### src/rtl/mem_stage_pkg.sv
// Shared types and constants for the memory-stage controller.
package mem_stage_pkg;

  typedef enum logic [1:0] {
    IDLE = 2'd0,
    WAIT = 2'd1,
    RESP = 2'd2
  } state_t;

  // Returned as load data when a bus transaction is abandoned on timeout.
  localparam logic [31:0] TIMEOUT_FILL = 32'hDEAD_BEEF;

endpackage

### src/rtl/mem_stage_ctrl_if.sv
// Signal bundle between EX/MEM, the data bus and MEM/WB for mem_stage_ctrl.
interface mem_stage_ctrl_if #(
  parameter int ADDR_W = 16,
  parameter int DATA_W = 32
);
  logic              mem_to_reg;
  logic              mem_write;
  logic [DATA_W-1:0] RD2;
  logic [DATA_W-1:0] aluResult;
  logic              stall;
  logic              bus_req;
  logic              bus_we;
  logic [ADDR_W-1:0] bus_addr;
  logic [DATA_W-1:0] bus_wdata;
  logic [DATA_W-1:0] bus_rdata;
  logic              bus_ack;
  logic              wb_valid;
  logic              mem_to_reg_wb;
  logic [DATA_W-1:0] read_data_wb;
  logic [DATA_W-1:0] aluResult_wb;
  logic              bus_err;

  modport master (
    input  mem_to_reg, mem_write, RD2, aluResult, bus_rdata, bus_ack,
    output stall, bus_req, bus_we, bus_addr, bus_wdata,
    output wb_valid, mem_to_reg_wb, read_data_wb, aluResult_wb, bus_err
  );

  modport slave (
    output mem_to_reg, mem_write, RD2, aluResult, bus_rdata, bus_ack,
    input  stall, bus_req, bus_we, bus_addr, bus_wdata,
    input  wb_valid, mem_to_reg_wb, read_data_wb, aluResult_wb, bus_err
  );
endinterface

### src/rtl/mem_timeout_ctr.sv
// Purpose: counts cycles spent waiting for a bus ack; expired marks the last allowed cycle.
// Latency: expired is combinational from the count; count advances one per enabled cycle.
// Backpressure: none; clear has priority over enable.
module mem_timeout_ctr #(
  parameter int MAX_CYC = 255
) (
  input  logic clk,
  input  logic rst,
  input  logic clear,
  input  logic enable,
  output logic expired
);
  localparam int CW = $clog2(MAX_CYC + 1);
  localparam logic [CW-1:0] LAST = CW'(MAX_CYC - 1);

  logic [CW-1:0] cnt_q;

  // Expired during the MAX_CYC-th enabled cycle, so the abort lands on that cycle's edge.
  assign expired = enable && (cnt_q == LAST);

  always_ff @(posedge clk) begin
    if (rst || clear) begin
      cnt_q <= '0;
    end else if (enable && !expired) begin
      cnt_q <= cnt_q + CW'(1);
    end
  end
endmodule

### src/rtl/mem_stage_ctrl.sv
// Purpose: turns EX/MEM load/store flags into one req/ack bus transaction and fills MEM/WB.
// Latency: ALU ops retire 1 cycle after presentation; memory ops retire on the ack edge.
// Backpressure: stall held combinationally from issue until ack; MEM_STAGE_TIMEOUT_EN bounds WAIT.
module mem_stage_ctrl
  import mem_stage_pkg::*;
#(
  parameter int ADDR_W = 16,
  parameter int DATA_W = 32
`ifdef MEM_STAGE_TIMEOUT_EN
  ,
  parameter int TIMEOUT_CYC = 255
`endif
) (
  input  logic clk,
  input  logic rst,
  mem_stage_ctrl_if.master io
);
  state_t            state_q, state_d;
  logic              req_q, req_d;
  logic              we_q, we_d;
  logic [ADDR_W-1:0] addr_q, addr_d;
  logic [DATA_W-1:0] wdata_q, wdata_d;
  logic              wb_vld_q, wb_vld_d;
  logic              m2r_wb_q, m2r_wb_d;
  logic [DATA_W-1:0] rdata_wb_q, rdata_wb_d;
  logic [DATA_W-1:0] alu_wb_q, alu_wb_d;
  logic              stall;

`ifdef MEM_STAGE_TIMEOUT_EN
  logic err_q, err_d;
  logic to_clr, to_en, to_expired;

  // Held clear while idle, so every WAIT entry starts from zero.
  assign to_clr = (state_q == IDLE);
  assign to_en  = (state_q == WAIT);

  mem_timeout_ctr #(.MAX_CYC(TIMEOUT_CYC)) u_timeout (
    .clk     (clk),
    .rst     (rst),
    .clear   (to_clr),
    .enable  (to_en),
    .expired (to_expired)
  );
`endif

  always_comb begin
    state_d    = state_q;
    req_d      = req_q;
    we_d       = we_q;
    addr_d     = addr_q;
    wdata_d    = wdata_q;
    wb_vld_d   = 1'b0;
    m2r_wb_d   = m2r_wb_q;
    rdata_wb_d = rdata_wb_q;
    alu_wb_d   = alu_wb_q;
    stall      = 1'b0;
`ifdef MEM_STAGE_TIMEOUT_EN
    err_d      = err_q;
`endif
    unique case (state_q)
      IDLE: begin
        if (io.mem_write || io.mem_to_reg) begin
          stall   = 1'b1;
          state_d = WAIT;
          req_d   = 1'b1;
          we_d    = io.mem_write;
          addr_d  = io.aluResult[ADDR_W-1:0];
          wdata_d = io.RD2;
        end else begin
          wb_vld_d = 1'b1;
          alu_wb_d = io.aluResult;
          m2r_wb_d = 1'b0;
        end
      end
      WAIT: begin
        // EX/MEM is frozen by stall, so aluResult still carries this instruction's address.
        stall = 1'b1;
        if (io.bus_ack) begin
          state_d  = RESP;
          req_d    = 1'b0;
          wb_vld_d = 1'b1;
          alu_wb_d = io.aluResult;
          m2r_wb_d = ~we_q;
          if (!we_q) rdata_wb_d = io.bus_rdata;
        end
`ifdef MEM_STAGE_TIMEOUT_EN
        else if (to_expired) begin
          state_d  = RESP;
          req_d    = 1'b0;
          wb_vld_d = 1'b1;
          alu_wb_d = io.aluResult;
          m2r_wb_d = ~we_q;
          if (!we_q) rdata_wb_d = DATA_W'(TIMEOUT_FILL);
          err_d    = 1'b1;
        end
`endif
      end
      RESP: state_d = IDLE;
      default: state_d = IDLE;
    endcase
  end

  always_ff @(posedge clk) begin
    if (rst) begin
      state_q    <= IDLE;
      req_q      <= 1'b0;
      we_q       <= 1'b0;
      addr_q     <= '0;
      wdata_q    <= '0;
      wb_vld_q   <= 1'b0;
      m2r_wb_q   <= 1'b0;
      rdata_wb_q <= '0;
      alu_wb_q   <= '0;
`ifdef MEM_STAGE_TIMEOUT_EN
      err_q      <= 1'b0;
`endif
    end else begin
      state_q    <= state_d;
      req_q      <= req_d;
      we_q       <= we_d;
      addr_q     <= addr_d;
      wdata_q    <= wdata_d;
      wb_vld_q   <= wb_vld_d;
      m2r_wb_q   <= m2r_wb_d;
      rdata_wb_q <= rdata_wb_d;
      alu_wb_q   <= alu_wb_d;
`ifdef MEM_STAGE_TIMEOUT_EN
      err_q      <= err_d;
`endif
    end
  end

  assign io.stall         = stall;
  assign io.bus_req       = req_q;
  assign io.bus_we        = we_q;
  assign io.bus_addr      = addr_q;
  assign io.bus_wdata     = wdata_q;
  assign io.wb_valid      = wb_vld_q;
  assign io.mem_to_reg_wb = m2r_wb_q;
  assign io.read_data_wb  = rdata_wb_q;
  assign io.aluResult_wb  = alu_wb_q;
`ifdef MEM_STAGE_TIMEOUT_EN
  assign io.bus_err       = err_q;
`else
  assign io.bus_err       = 1'b0;
`endif
endmodule

### src/flat_wrapper.sv
// flat-port wrapper written by rule: the top's interface ports become plain ports
module mem_stage_ctrl_flat import mem_stage_pkg::*;
#(
  parameter int ADDR_W = 16,
  parameter int DATA_W = 32

)
  (clk, rst, io_mem_to_reg, io_mem_write, io_RD2, io_aluResult, io_bus_rdata, io_bus_ack, io_stall, io_bus_req, io_bus_we, io_bus_addr, io_bus_wdata, io_wb_valid, io_mem_to_reg_wb, io_read_data_wb, io_aluResult_wb, io_bus_err);
  mem_stage_ctrl_if #(.ADDR_W(ADDR_W), .DATA_W(DATA_W)) io_i ();
  input  logic clk;
  input  logic rst;
  input wire logic [$bits(io_i.mem_to_reg)-1:0] io_mem_to_reg;
  input wire logic [$bits(io_i.mem_write)-1:0] io_mem_write;
  input wire logic [$bits(io_i.RD2)-1:0] io_RD2;
  input wire logic [$bits(io_i.aluResult)-1:0] io_aluResult;
  input wire logic [$bits(io_i.bus_rdata)-1:0] io_bus_rdata;
  input wire logic [$bits(io_i.bus_ack)-1:0] io_bus_ack;
  output wire logic [$bits(io_i.stall)-1:0] io_stall;
  output wire logic [$bits(io_i.bus_req)-1:0] io_bus_req;
  output wire logic [$bits(io_i.bus_we)-1:0] io_bus_we;
  output wire logic [$bits(io_i.bus_addr)-1:0] io_bus_addr;
  output wire logic [$bits(io_i.bus_wdata)-1:0] io_bus_wdata;
  output wire logic [$bits(io_i.wb_valid)-1:0] io_wb_valid;
  output wire logic [$bits(io_i.mem_to_reg_wb)-1:0] io_mem_to_reg_wb;
  output wire logic [$bits(io_i.read_data_wb)-1:0] io_read_data_wb;
  output wire logic [$bits(io_i.aluResult_wb)-1:0] io_aluResult_wb;
  output wire logic [$bits(io_i.bus_err)-1:0] io_bus_err;
  assign io_i.mem_to_reg = io_mem_to_reg;
  assign io_i.mem_write = io_mem_write;
  assign io_i.RD2 = io_RD2;
  assign io_i.aluResult = io_aluResult;
  assign io_i.bus_rdata = io_bus_rdata;
  assign io_i.bus_ack = io_bus_ack;
  assign io_stall = io_i.stall;
  assign io_bus_req = io_i.bus_req;
  assign io_bus_we = io_i.bus_we;
  assign io_bus_addr = io_i.bus_addr;
  assign io_bus_wdata = io_i.bus_wdata;
  assign io_wb_valid = io_i.wb_valid;
  assign io_mem_to_reg_wb = io_i.mem_to_reg_wb;
  assign io_read_data_wb = io_i.read_data_wb;
  assign io_aluResult_wb = io_i.aluResult_wb;
  assign io_bus_err = io_i.bus_err;
  mem_stage_ctrl #(.ADDR_W(ADDR_W), .DATA_W(DATA_W)) u_core (.clk(clk), .rst(rst), .io(io_i));
endmodule
### config.mk
export PLATFORM = sky130hd
export DESIGN_NAME = mem_stage_ctrl_flat
export DESIGN_NICKNAME = d
export VERILOG_FILES = /design/src/rtl/mem_stage_pkg.sv /design/src/rtl/mem_stage_ctrl_if.sv /design/src/rtl/mem_timeout_ctr.sv /design/src/rtl/mem_stage_ctrl.sv /design/src/flat_wrapper.sv
export SDC_FILE = /design/constraint.sdc
export NUM_CORES = 1
export LEC_CHECK = 0
export BUFFER_PORTS_ARGS = -buffer_cell sky130_fd_sc_hd__buf_2
export CAP_MARGIN = 20
export CORE_UTILIZATION = 37
export CTS_CLUSTER_SIZE = 20
export DETAILED_ROUTE_END_ITERATION = 8
export PLACE_DENSITY = 0.66
export RECOVER_POWER = 100
export SLEW_MARGIN = 20
export SYNTH_ARGS = -nofsm -noshare
export SYNTH_HDL_FRONTEND = slang
export SYNTH_SLANG_ARGS = --single-unit
### constraint.sdc
create_clock -name clk -period 1.82 [get_ports clk]
set_input_delay 0.455 -clock clk [delete_from_list [all_inputs] [get_ports clk]]
set_output_delay 0.455 -clock clk [all_outputs]
set_load 0.05 [all_outputs]
# Word-level counts from Yosys, hierarchy flattened
# Index checks and enable logic that the tools add are counted.
totals:
  inputBits: 101
  out_inout_bits: 118
  regBits: 118
  elab_cells: 39
classes:
  mux: 17
  eq_ne: 4
  n_bitwise: 1
  n_reduce_logical: 8
ops:
  columns: ["operator", "count"]
  rows:
  - ["32-bit two-way mux", 2]
  - ["32-bit case mux with 2 select lines", 1]
  - ["3-bit AND reduction", 3]
  - ["1-bit case mux with 2 select lines", 4]
  - ["1-bit two-way mux", 7]
  - ["2-bit two-way mux", 2]
  - ["2-bit inequality test, second input constant", 2]
  - ["2-bit case mux with 2 select lines", 1]
  - ["2-bit AND reduction", 2]
  - ["2-bit by 1-bit == test with 1-bit output, second input constant", 1]
  - ["2-bit logical NOT", 1]
  - ["2-bit by 1-bit inequality test with 1-bit output, second input constant", 1]
  - ["2-bit nonzero test", 1]
  - ["1-bit logical OR", 1]
  - ["1-bit NOT", 1]

# Logic depth before layout (Yosys ltp)
depth:
  ltp_word: 3
  ltp_mapped: 7
  ltp_nobuf: 3

# Least setup slack after synthesis
# Ideal clock, no wire load.
synth_timing:
  path_type: "input to output"
  start: "input io_mem_write"
  end: "output io_stall"
  slack_ns: -0.331
  arrival_time_ns: 1.696
  required_time_ns: 1.365
  path_buffers: 2
  cell_stages: 5
  path_cell_list: "or2_1 buf_2 clkbuf_1 nor2_1 nor2_1"
synth_via:
  elab_chain_len: 3
synth_rtl:
  columns: ["element", "line", "rtl"]
  rows:
  - ["start, declared", "flat_wrapper.sv:13", "input wire logic [$bits(io_i.mem_write)-1:0] io_mem_write;"]
  - ["1-bit logical OR", "mem_stage_ctrl.sv:62", "if (io.mem_write || io.mem_to_reg) begin"]
  - ["1-bit two-way mux", "mem_stage_ctrl.sv:62", null]
  - ["1-bit case mux with 2 select lines", "mem_stage_ctrl.sv:60", "unique case (state_q)"]
  - ["end, declared", "flat_wrapper.sv:18", "output wire logic [$bits(io_i.stall)-1:0] io_stall;"]
# No other way between the ends.

# Worst setup path in the final report
# Same ends and word-level chain as after synthesis.

==> results.py <==
metrics = {
    "synthesis": {
        "ys_top_cells_by_area": "dfxtp_1 51%, a21oi_1 8.9%, nand2b_1 8.8%, mux2i_1 7.0%, nand2_1 5.5%",
        "synth_top_family_by_area": "simple AND/OR/NAND/NOR gates",
        "syn_avg_cell_area_um2": 8.70,
        "synth-simple-area-share": 0.210,
        "synth_edf_count": 0,
        "synth_commonest_cells": "118 x dfxtp_1, 82 x a21oi_1, 67 x nand2_1",
        "synth_top_area_cell": "dfxtp_1",
        "ys_ff_latch": 118,
        "synthDistinctLibCells": 24,
        "synthCells": 528,
        "synth_mux_area_frac": 0.0697,
        "synth_area_um2": 4600,
        "yosysWarnings": 0,
        "synth_compound_area_frac": 0.149,
        "synthArstFlopShare": 0,
        "synthAdderAreaFrac": 0,
        "synth_fp_nets": 629,
        "ys_seq_area_frac": 0.514,
        "yosysMostFrequentCell": "dfxtp_1",
        "synth_top_area_frac": 0.514,
        "synth-xor-area-share": 0,
        "synthFlopType": "dfxtp_1",
    },
    "status": {
        "status": "finished, final reports clean",
    },
    "global_routing": {
        "grt_pass1_wl_um": 20100,
        "overflow": 0,
        "antenna_found_initial": 0,
        "grt_pass1_vias": 4146,
        "grt_max_degree": 47,
        "grt_usage": 0.199,
    },
    "clocking": {
        "cts_htree_levels": 4,
        "cts_tree": "done",
        "clk_latency_ps": 410,
        "cts.sinks": 118,
        "holdBufCountCts": 0,
        "cts_buffer_depth": 2,
        "cts.clk_slew.worst_paths_ps": 50,
        "cts_root_buffer": "clkbuf_16",
        "cts_buffers": 17,
    },
    "drt": {
        "vias": 4384,
        "drc_errors": 0,
        "postRouteAntennaNets": 0,
        "drt_iter0_drc": 220,
        "dr.pass1.iters": 4,
        "wl_per_cell_um": 14.0,
        "avgViaCountPerCell": 4.80,
        "wirelength_um": 12800,
    },
    "power": {
        "vdd_drop_max_mv": 0.711,
        "leakagePower_nw": 2.66,
        "power_density_nw_per_um2": 1260,
        "power_mw": 8.10,
    },
    "setup_path": {
        "crit_buf_inv": 2,
        "r2r_slack_ps": 170,
        "path_max_fanout": 3,
        "critPathTopFamily": "simple AND/OR/NAND/NOR gates",
        "cp_slowest_cell": "or2_2",
        "max_stage_delay_ps": 340,
        "crit_path_start_kind": "primary input",
        "critPathCaptureType": "output pin",
        "crit_chain": "buf_2, or2_2, nor2_2, nor2_4, clkbuf_4",
        "required_ps": 1360,
        "cp.arrival_ps": 1310,
        "crit_type": "primary input to output pin",
    },
    "worst_hold_path": {
        "min_path_type": "primary input to flip-flop",
    },
    "timing": {
        "slew_headroom": 0.564,
        "skew_ps": 4.11,
        "rsz0062_at_grt": "no",
        "drv_slew": 0,
        "hold_slack_ps": 281,
        "fmax_mhz": 567,
        "hold_viol": 0,
        "final.period_utilization": 0.969,
        "finalSetupViolCount": 0,
        "worst_pin_slew_ps": 653,
        "layout_min_cycle_time_ps": 1760,
    },
    "final_layout": {
        "stdcell_area_um2": 6430,
        "nets": 833,
        "n_antenna_cell": 0,
        "fin_util": 0.533,
        "syn_to_final_growth_pct": 39.9,
        "drive_gt1_frac": 0.272,
    },
    "run": {
        "maxCapViolCount": 0,
    },
    "floorplan": {
        "die_area_um2": 12900,
        "die_x_um": 113,
        "die_y_um": 113,
        "io_pins": 219,
        "core_um2": 12100,
        "fp-row-count": 40,
        "start_util": 0.381,
    },
    "placement": {
        "post-dp-hpwl_um": 8810,
        "port-buffer-count": 217,
        "globalplace.congestion": 0.793,
        "place_area_um2": 5880,
    },
}
## layer usage
layer / vias up / share of wire / global-route usage
met5: - / 0 / 0
met3: 30 / 0.057 / 0.0584
met4: 0 / 0.033 / 0.108
met2: 144 / 0.50 / 0.342
met1: 2024 / 0.41 / 0.223
li1: 2186 / - / -
## area by class of cell
cell class	count	area [um2]
repair buffers	236	1210
multi-input cells	358	1980
flip-flops and latches	118	2360
well taps	168	210
inverters	1	3.75
clock buffers	19	443
fillers	1154	5630
clock inverters	13	228
## path summary, 6_finish.rpt
path,startpoint,cells past startpoint,endpoint
setup / recovery,io_mem_write,5,io_stall
hold / removal,io_bus_rdata[22],3,u_core.io.read_data_wb[22]$_SDFFE_PP0P_
setup reg to reg,u_core.state_q[0]$_SDFFE_PP0P_,4,u_core.io.aluResult_wb[11]$_SDFFE_PP0P_
hold reg to reg,u_core.io.read_data_wb[26]$_SDFFE_PP0P_,2,u_core.io.read_data_wb[26]$_SDFFE_PP0P_
## placed cells by master, fill, tap and decap left out, types with 2 or more instances in the layout
cell	n
a21oi_1	82
buf_1	2
buf_12	5
buf_2	99
buf_4	12
bufinv_16	6
clkbuf_1	67
clkbuf_16	17
clkbuf_2	50
clkbuf_4	2
clkinv_2	2
clkinvlp_4	5
dfxtp_1	118
mux2i_1	32
nand2_1	67
nand2b_1	65
nand3_1	48
nor2_2	2
o21ai_0	50
o22ai_1	2
## repair_timing
| action | 4_1_cts | 5_1_grt |
|---|---|---|
| setup buffers | 0 | 0 |
| gates resized for setup | 1 | 1 |
| setup endpoints to repair | 1 | 1 |
| cloned | 0 | 0 |
## power by group
| group | leakage (nW) | switching [mW] | internal, mW |
|---|---|---|---|
| clock network | 0.311 | 1.18 | 2.59 |
| registers | 0.967 | 0.0929 | 2.77 |
| logic | 1.38 | 1.07 | 0.391 |
| total | 2.66 | 2.35 | 5.75 |
## worst register-to-register path, delay by kind of cell, from the launching register on
kind            cells  cell delay [ps]
simple gates        1              300
compound gates      1              440
flops               1              350
buf+inv             1              250
mux                 1              230
## state kept, by name, summed over array words and instances, names as in the netlist
| name | count |
|---|---|
| u_core.io.bus_addr | 16 |
| u_core.io.wb_valid | 1 |
| u_core.io.bus_wdata | 32 |
| u_core.io.aluResult_wb | 32 |
| u_core.io.mem_to_reg_wb | 1 |
| u_core.state_q | 2 |
| u_core.io.bus_we | 1 |
| u_core.io.bus_req | 1 |
| u_core.io.read_data_wb | 32 |
## stage by stage
step / setup TNS (ps) / std cells / worst slack, ps
3_5_place_dp: -181 / 881 / -28.4
6_report: 0 / 913 / 56.3
2_1_floorplan: 0 / 528 / 11.6
5_1_grt: 0 / 913 / 17.2
3_3_place_gp: -9.44 / 881 / -9.44
4_1_cts: 0 / 913 / 17.2
## logic make-up (layout without fill, tap and decap cells)
group,after synthesis,count (layout)
AO/OA/AOI/OAI,134,134
buffers and inverters,52,269
multiplexers,32,32
AND/OR/NAND/NOR,191,191
flip-flops,118,118
other,1,1
No activity file was read; power rests on OpenSTA's default activity.
